$ cat config.mk
export PLATFORM = sky130hd
export DESIGN_NAME = inv_add_round_key_feeder_flat
export DESIGN_NICKNAME = d
export VERILOG_FILES = /design/src/rtl/aes_dec_pkg.sv /design/src/rtl/inv_add_round_key_feeder_if.sv /design/src/rtl/inv_add_round_key_feeder.sv /design/src/flat_wrapper.sv
export SDC_FILE = /design/constraint.sdc
export NUM_CORES = 1
export LEC_CHECK = 0
export CORE_ASPECT_RATIO = 1.75
export CORE_MARGIN = 3
export CORE_UTILIZATION = 30
export DETAILED_ROUTE_END_ITERATION = 8
export GPL_ROUTABILITY_DRIVEN = 0
export PLACE_DENSITY = 0.59
export SYNTH_ARGS = -nofsm -noshare
export SYNTH_HDL_FRONTEND = slang
export SYNTH_SLANG_ARGS = --single-unit
$ cat constraint.sdc
create_clock -name clk -period 4.5 [get_ports clk]
set_clock_uncertainty 0.2 [all_clocks]
set_input_delay 0.9 -clock clk [delete_from_list [all_inputs] [get_ports clk]]
set_output_delay 0.9 -clock clk [all_outputs]
set_load 0.02 [all_outputs]
$ cat src/rtl/aes_dec_pkg.sv
`default_nettype none
// ============================================================================
// Package  : aes_dec_pkg
// Purpose  : Shared widths, counts and FSM state encoding for the AES
//            decryption datapath (InvAddRoundKey column feeder and friends).
// Contents : AES_BLK_W    - width of one AES state / round key (128)
//            AES_COL_W    - width of one state column word (32)
//            AES_NUM_COLS - columns per state (4)
//            AES_RND_W    - width of the round index (4, rounds 0..14)
//            AES_IDX_W    - width of a column index (2)
//            fsm_state_e  - feeder FSM states (IDLE, SEND)
// Revision : 1.0 - initial release
// ============================================================================
package aes_dec_pkg;

  localparam int AES_BLK_W    = 128;
  localparam int AES_COL_W    = 32;
  localparam int AES_NUM_COLS = 4;
  localparam int AES_RND_W    = 4;
  localparam int AES_IDX_W    = 2;

  // Feeder FSM: IDLE waits for a block, SEND streams its four columns.
  typedef enum logic [0:0] {
    FSM_IDLE = 1'b0,
    FSM_SEND = 1'b1
  } fsm_state_e;

  // Plain-vector views of the state encoding for code that keeps the state
  // register as logic rather than as the enum type.
  localparam logic [0:0] S_IDLE = FSM_IDLE;
  localparam logic [0:0] S_SEND = FSM_SEND;

endpackage : aes_dec_pkg
`default_nettype wire

$ cat src/rtl/inv_add_round_key_feeder_if.sv
`default_nettype none
// ============================================================================
// Interface : inv_add_round_key_feeder_if
// Purpose   : Bundles the block-input handshake (InvSubBytes result plus
//             round key) and the column-output handshake toward the inverse
//             MixColumns stage.
// Signals   : in_valid/in_ready       - block handshake
//             in_state, in_key        - 128-bit state and round key
//             in_skip_mix, in_round   - final-round flag, round index
//             col_valid/col_ready     - column handshake
//             col_data, col_idx       - (state ^ key) column and its index
//             col_skip_mix, col_round - sideband carried with the block
//             col_last                - high on column 3
// Modports  : slave  - the feeder (consumes blocks, produces columns)
//             master - the environment around it
// Revision  : 1.0 - initial release
// ============================================================================
interface inv_add_round_key_feeder_if;
  import aes_dec_pkg::*;

  logic                 in_valid;
  logic                 in_ready;
  logic [AES_BLK_W-1:0] in_state;
  logic [AES_BLK_W-1:0] in_key;
  logic                 in_skip_mix;
  logic [AES_RND_W-1:0] in_round;

  logic                 col_valid;
  logic                 col_ready;
  logic [AES_COL_W-1:0] col_data;
  logic [AES_IDX_W-1:0] col_idx;
  logic                 col_skip_mix;
  logic [AES_RND_W-1:0] col_round;
  logic                 col_last;

  modport slave (
    input  in_valid, in_state, in_key, in_skip_mix, in_round, col_ready,
    output in_ready, col_valid, col_data, col_idx, col_skip_mix, col_round,
           col_last
  );

  modport master (
    output in_valid, in_state, in_key, in_skip_mix, in_round, col_ready,
    input  in_ready, col_valid, col_data, col_idx, col_skip_mix, col_round,
           col_last
  );

endinterface : inv_add_round_key_feeder_if
`default_nettype wire

$ cat src/rtl/inv_add_round_key_feeder.sv
`default_nettype none
// ============================================================================
// Module   : inv_add_round_key_feeder
// Purpose  : Applies InvAddRoundKey (state XOR round key) to an accepted AES
//            block and streams the result one 32-bit column per cycle to the
//            downstream inverse MixColumns stage, with the round index and
//            final-round flag carried alongside every column.
// Params   : MSB_FIRST - 1: column 0 is state[127:96]; 0: column 0 is
//                        state[31:0]
// Ports    : clk  - rising-edge clock
//            rst  - synchronous, active-high reset
//            bus  - inv_add_round_key_feeder_if.slave (block in, columns out)
// Timing   : first column is valid the cycle after the block is accepted;
//            a new block may be accepted on the last-column handshake, so
//            continuous traffic sustains one block every four cycles.
// Revision : 1.0 - initial release
// ============================================================================
module inv_add_round_key_feeder
  import aes_dec_pkg::*;
#(
  parameter int MSB_FIRST = 1
) (
  input  logic                        clk,
  input  logic                        rst,
  inv_add_round_key_feeder_if.slave   bus
);

  // --------------------------------------------------------------------------
  // State
  // --------------------------------------------------------------------------
  logic [0:0]           state_q, state_d;
  logic [AES_IDX_W-1:0] cnt_q,   cnt_d;
  logic [AES_BLK_W-1:0] blk_q,   blk_d;
  logic                 skip_q,  skip_d;
  logic [AES_RND_W-1:0] round_q, round_d;

  // --------------------------------------------------------------------------
  // Handshake decode
  // --------------------------------------------------------------------------
  logic                 w_in_idle;
  logic                 w_in_send;
  logic                 w_last_col;
  logic                 w_in_ready;
  logic                 w_in_fire;
  logic                 w_col_fire;
  logic [AES_COL_W-1:0] w_col_word;

  always_comb begin
    w_in_idle  = (state_q == S_IDLE);
    w_in_send  = (state_q == S_SEND);
    w_last_col = (cnt_q == 2'd3);
    // A new block can slip in on the very cycle the last column leaves, so
    // in_ready looks straight through to col_ready in that case.
    w_in_ready = !rst && (w_in_idle || (w_in_send && w_last_col && bus.col_ready));
    w_in_fire  = bus.in_valid && w_in_ready;
    // col_ready only means something while a column is actually offered.
    w_col_fire = !rst && w_in_send && bus.col_ready;
  end

  // --------------------------------------------------------------------------
  // Next-state logic
  // --------------------------------------------------------------------------
  always_comb begin
    state_d = state_q;
    cnt_d   = cnt_q;
    blk_d   = blk_q;
    skip_d  = skip_q;
    round_d = round_q;

    if (w_in_fire) begin
      // Covers both the IDLE accept and the overlapped accept on the last
      // column handshake: either way the new block starts at column 0.
      state_d = S_SEND;
      cnt_d   = '0;
      blk_d   = bus.in_state ^ bus.in_key;
      skip_d  = bus.in_skip_mix;
      round_d = bus.in_round;
    end else if (w_col_fire) begin
      if (!w_last_col) begin
        cnt_d = cnt_q + 2'd1;
      end else begin
        // Park the counter at 0 so col_idx/col_data rest on column 0.
        state_d = S_IDLE;
        cnt_d   = '0;
      end
    end
  end

  always_ff @(posedge clk) begin
    if (rst) begin
      state_q <= S_IDLE;
      cnt_q   <= '0;
      blk_q   <= '0;
      skip_q  <= 1'b0;
      round_q <= '0;
    end else begin
      state_q <= state_d;
      cnt_q   <= cnt_d;
      blk_q   <= blk_d;
      skip_q  <= skip_d;
      round_q <= round_d;
    end
  end

  // --------------------------------------------------------------------------
  // Column select. The mux is driven purely from registers, so the offered
  // column cannot change while the downstream stage stalls.
  // --------------------------------------------------------------------------
  generate
    if (MSB_FIRST != 0) begin : g_msb_first
      always_comb begin
        w_col_word = blk_q[127:96];
        case (cnt_q)
          2'd0:    w_col_word = blk_q[127:96];
          2'd1:    w_col_word = blk_q[95:64];
          2'd2:    w_col_word = blk_q[63:32];
          default: w_col_word = blk_q[31:0];
        endcase
      end
    end else begin : g_lsb_first
      always_comb begin
        w_col_word = blk_q[31:0];
        case (cnt_q)
          2'd0:    w_col_word = blk_q[31:0];
          2'd1:    w_col_word = blk_q[63:32];
          2'd2:    w_col_word = blk_q[95:64];
          default: w_col_word = blk_q[127:96];
        endcase
      end
    end
  endgenerate

  // --------------------------------------------------------------------------
  // Outputs
  // --------------------------------------------------------------------------
  assign bus.in_ready     = w_in_ready;
  assign bus.col_valid    = !rst && w_in_send;
  assign bus.col_data     = w_col_word;
  assign bus.col_idx      = cnt_q;
  assign bus.col_skip_mix = skip_q;
  assign bus.col_round    = round_q;
  assign bus.col_last     = w_in_send && w_last_col;

endmodule : inv_add_round_key_feeder
`default_nettype wire

$ cat src/flat_wrapper.sv
// flat-port wrapper written by rule: the top's interface ports become plain ports
module inv_add_round_key_feeder_flat import aes_dec_pkg::*;
#(
  parameter int MSB_FIRST = 1
)
  (clk, rst, bus_in_valid, bus_in_state, bus_in_key, bus_in_skip_mix, bus_in_round, bus_col_ready, bus_in_ready, bus_col_valid, bus_col_data, bus_col_idx, bus_col_skip_mix, bus_col_round, bus_col_last);
  inv_add_round_key_feeder_if bus_i ();
  input  logic clk;
  input  logic rst;
  input wire logic [$bits(bus_i.in_valid)-1:0] bus_in_valid;
  input wire logic [$bits(bus_i.in_state)-1:0] bus_in_state;
  input wire logic [$bits(bus_i.in_key)-1:0] bus_in_key;
  input wire logic [$bits(bus_i.in_skip_mix)-1:0] bus_in_skip_mix;
  input wire logic [$bits(bus_i.in_round)-1:0] bus_in_round;
  input wire logic [$bits(bus_i.col_ready)-1:0] bus_col_ready;
  output wire logic [$bits(bus_i.in_ready)-1:0] bus_in_ready;
  output wire logic [$bits(bus_i.col_valid)-1:0] bus_col_valid;
  output wire logic [$bits(bus_i.col_data)-1:0] bus_col_data;
  output wire logic [$bits(bus_i.col_idx)-1:0] bus_col_idx;
  output wire logic [$bits(bus_i.col_skip_mix)-1:0] bus_col_skip_mix;
  output wire logic [$bits(bus_i.col_round)-1:0] bus_col_round;
  output wire logic [$bits(bus_i.col_last)-1:0] bus_col_last;
  assign bus_i.in_valid = bus_in_valid;
  assign bus_i.in_state = bus_in_state;
  assign bus_i.in_key = bus_in_key;
  assign bus_i.in_skip_mix = bus_in_skip_mix;
  assign bus_i.in_round = bus_in_round;
  assign bus_i.col_ready = bus_col_ready;
  assign bus_in_ready = bus_i.in_ready;
  assign bus_col_valid = bus_i.col_valid;
  assign bus_col_data = bus_i.col_data;
  assign bus_col_idx = bus_i.col_idx;
  assign bus_col_skip_mix = bus_i.col_skip_mix;
  assign bus_col_round = bus_i.col_round;
  assign bus_col_last = bus_i.col_last;
  inv_add_round_key_feeder #(.MSB_FIRST(MSB_FIRST)) u_core (.clk(clk), .rst(rst), .bus(bus_i));
endmodule
=== Word-level counts from Yosys, hierarchy flattened ===
Index checks and enable logic that the tools add are counted.

* Flip-flop bits (word level): 136
* Bits of input ports: 265
* Output and inout port bits: 42
* Word-level logic and storage cells: 29

* Add/subtract/negate cells: 1
* Eq/ne operators: 3
* Muxes and demuxes: 5
* Bitwise operators: 2
* Reduce and logical (&&, ||, !) cells: 13

{| class="wikitable"
|+ Operators with widths
! cell !! number
|-
| 128-bit XOR || 1
|-
| 32-bit case mux with 3 select lines || 1
|-
| 1-bit logical AND || 6
|-
| 2-bit equality test, second input constant || 2
|-
| 2-bit nonzero test || 2
|-
| 1-bit 2-to-1 mux || 3
|-
| 2-bit by 1-bit adder with 2-bit output, second input constant || 1
|-
| 2-bit by 1-bit equality test with 1-bit output, second input constant || 1
|-
| 2-bit zero test || 1
|-
| 2-bit 2-to-1 mux || 1
|-
| 2-bit AND reduction || 1
|-
| 2-bit OR reduction || 1
|-
| 1-bit zero test || 1
|-
| 1-bit logical OR || 1
|-
| 1-bit inverter || 1
|}

=== Logic depth before layout (Yosys ltp) ===
* Depth after elaboration: 8
* Gate-level depth with buffers: 7

=== Worst setup path after synthesis ===
No wires, ideal clock.

* Path type: flip-flop to output port
* From: register u_core.cnt_q[0], in the netlist u_core.bus.col_idx[0]
* To: output port bus_col_data[0]
* Arrival: 1.629 ns
* Path slack: 1.771 ns
* Cell stages (with the launch flop): 5
* Path buffers: 2
* Cell sequence: dfxtp_1 > ha_1 > clkbuf_1 > buf_2 > mux2i_1

* Word-level cells in the longest chain between the ends: 2
* Elaborated cells on any way between the ends: 4
* Those cells by class: eq/ne: 2; mux: 1; reduce/logical: 1

{| class="wikitable"
|+ RTL lines
! item !! RTL line !! text
|-
| start: declaration || inv_add_round_key_feeder.sv:32 || <nowiki>logic [AES_IDX_W-1:0] cnt_q, cnt_d;</nowiki>
|-
| start signal: assignment || inv_add_round_key_feeder.sv:98 || <nowiki>cnt_q <= cnt_d;</nowiki>
|-
| 2-bit equality test, or another cell as far along || inv_add_round_key_feeder.sv:113 || <nowiki>case (cnt_q)</nowiki>
|-
| 32-bit case mux with 3 select lines * || inv_add_round_key_feeder.sv:113 ||
|-
| end: declaration || flat_wrapper.sv:18 || <nowiki>output wire logic [$bits(bus_i.col_data)-1:0] bus_col_data;</nowiki>
|}

Every way passes the cells marked *; elsewhere a longest branch is shown, timed or not.

=== Worst setup path after layout ===
* From: register u_core.cnt_q[0], in the netlist u_core.bus.col_idx[0]
* To: output port bus_col_data[4]

Same word-level chain as after synthesis.

==> flow_summary.yaml <==
global_routing:
  grt_pass1_wl_um: 31800
  grt_max_degree: 71
  antenna_found_initial: 0
  track_usage_pct: 16.1
  grt_pass1_vias: 5984
  overflow: 0
routing:
  drt_first_pass_iters: 8
  via_per_inst: 4.45
  drt_wl_total_um: 21500
  dr_total_vias: 5777
  ant_nets: 0
  drt_iter0_markers: 322
  drc: 0
  routedWlPerCell_um: 16.5
timing:
  fin_tns_setup_ns: 0
  setup_viol: 0
  period_needed_ns: 3.87
  rsz0062_at_grt: "false"
  finalHoldViolCount: 0
  fmax_mhz: 258
  period_share_pct: 86.0
  hold_slack_ns: 0.272
  slew_viol_final: 0
  slew-limit-headroom_pct: 42.7
  timing.final.ws_setup_ns: 0.629
  tightest_slew_ns: 0.859
synthesis:
  synthTopCellsByCount: "mux2i_1 (161), dfxtp_1 (136), nand2b_1 (128), xnor2_1 (128), inv_1 (34)"
  yosysMostFrequentCell: "mux2i_1"
  ys_types: 23
  synth_seq_cells: 136
  yosysSeqAreaShare_pct: 37.8
  synthTopCellsByArea: "dfxtp_1 (38%), mux2i_1 (22%), xnor2_1 (16%)"
  yosys.area.top_type: "dfxtp_1"
  async_reset_ff_share_pct: 0
  netlist_area_um2: 7200
  netlist.area_leader.share_pct: 37.8
  synthesis.nets: 961
  syn_area_per_cell_um2: 10.4
  yosys_most_used_dff: "dfxtp_1"
  synth_warnings: 0
  syn-instance-count: 691
  synth_edf_count: 0
pwr:
  power.share.clock_pct: 39.4
  switching_share_pct: 25.8
  intPower_mw: 2.59
  p_seq_share_pct: 39.2
  combPwrFrac_pct: 21.4
  netSwitchingPower_uw: 902
  p_leak_nw: 3.80
  peakVddDrop_mv: 0.219
  powerDensity_nw_per_um2: 315
clock_tree:
  clockBufferDepth: 2
  clock-sinks: 136
  htree_levels: 4
  post_cts_buffers: 0
  post_cts_resized: 0
  clock_latency_ns: 0.41
  cts_tree: "yes"
  cts_made_buffers: 17
  cts-root-buf: "clkbuf_16"
  ctsHoldBuffers: 0
  clkTransAtPathRegs_ns: 0.06
die:
  die_y_um: 211
  start_util_pct: 30.6
  fp.dieW_um: 123
  core-area_um2: 23500
  rows: 74
  dieArea_um2: 26000
  boundaryPins: 307
setup_path:
  path_class: "flip-flop to output pin"
  crit_arrival_ns: 2.77
  cp.required_ns: 3.40
  crit_fanout: 32
  crit_path_end_kind: "output pin"
  startpoint_type: "flip-flop"
final_layout:
  fin_nets: 1252
  fin_util_pct: 47.1
  final_cell_area_um2: 11100
  area_growth_pct: 53.8
  n_fill_cell: 2259
  drive_gt1_share_pct: 5.23
  diodes: 0
place:
  numPortBuffers: 306
  dp_slack_ns: 1.06
  placed_cell_area_um2: 10500
  dp_hpwl_um: 15900
run:
  drv_cap: 0
worst_hold_path:
  min_path_type: "flip-flop to flip-flop"
outcome:
  status: "completed"
## layout by cell type, fill, tap and decap left out, types with 7 or more instances in the layout
cell type        synthesis  layout
clkdlybuf4s50_1          0     305
mux2i_1                161     161
dfxtp_1                136     136
nand2b_1               128     128
xnor2_1                128     128
inv_1                   34      34
a222oi_1                32      32
clkbuf_16                0      17
buf_4                    6       8
nor2b_1                  7       7
## worst paths after layout
check,from,to,slack [ns],depth (start not counted)
worst min-delay path,u_core.blk_q[26]$_SDFFE_PP0P_,u_core.blk_q[26]$_SDFFE_PP0P_,0.27,2
worst min register to register,u_core.blk_q[26]$_SDFFE_PP0P_,u_core.blk_q[26]$_SDFFE_PP0P_,0.27,2
worst max-delay path,u_core.bus.col_idx[0]$_SDFFE_PP0N_,bus_col_data[4],0.63,5
worst max register to register,u_core.bus.col_idx[0]$_SDFFE_PP0N_,u_core.blk_q[93]$_SDFFE_PP0P_,2.17,6
## routing by layer
metal	up-vias	wire [um]	global-route usage (%)
met3	13	1130	3.16
met4	0	246	5.09
li1	2915	-	-
met2	178	12100	30.8
met1	2671	8020	17.2
met5	-	0	0
## sequential cells by signal (all words and copies together), names as in the netlist
name / count
u_core.bus.col_idx: 2
u_core.bus.col_skip_mix: 1
u_core.blk_q: 128
u_core.state_q: 1
u_core.bus.col_round: 4
## critical path, stage by stage, from the launching register on
cell and delay (ns):
dfxtp_1 0.37, inv_1 0.13, ha_2 0.76, a222oi_1 0.25
mux2i_1 0.20, clkdlybuf4s50_1 0.64
## cells by family (layout without fill, tap and decap cells)
logic type / after synthesis / count (layout) / share of synthesized area (%)
adder cells (fa/ha/maj): 5 / 5 / 0.869
buffers and inverters: 77 / 381 / 5.32
AND/OR/NAND/NOR: 144 / 144 / 12.5
XOR/XNOR: 128 / 128 / 15.6
multiplexers: 166 / 166 / 23.2
flip-flops: 136 / 136 / 37.8
AO/OA/AOI/OAI: 35 / 35 / 4.74
## stage by stage
step	power, mW	std cells
after floorplan	1.74	691
after global placement	2.15	1267
after detailed placement	2.15	1267
after CTS	3.54	1299
after global routing	3.64	1299
final	3.49	1299
## area by class of cell
class	instances	area, um2	share of cell area (%)
flip-flops and latches	136	2720	24.6
repair buffers	315	3150	28.5
well taps	304	380	3.43
clock buffers	19	433	3.91
multi-input cells	478	4110	37.1
inverters	34	128	1.15
clock inverters	13	146	1.32
## power groups by stage
stage                     Sequential [mW]  Combinational (mW)  Clock [mW]
after floorplan                      1.38               0.359           0
after global placement               1.40               0.751           0
after detailed placement             1.39               0.758           0
after CTS                            1.37               0.762        1.41
after global routing                 1.38               0.805        1.45
final                                1.37               0.746        1.37
Note: power is estimated with default switching activity, not from simulation.
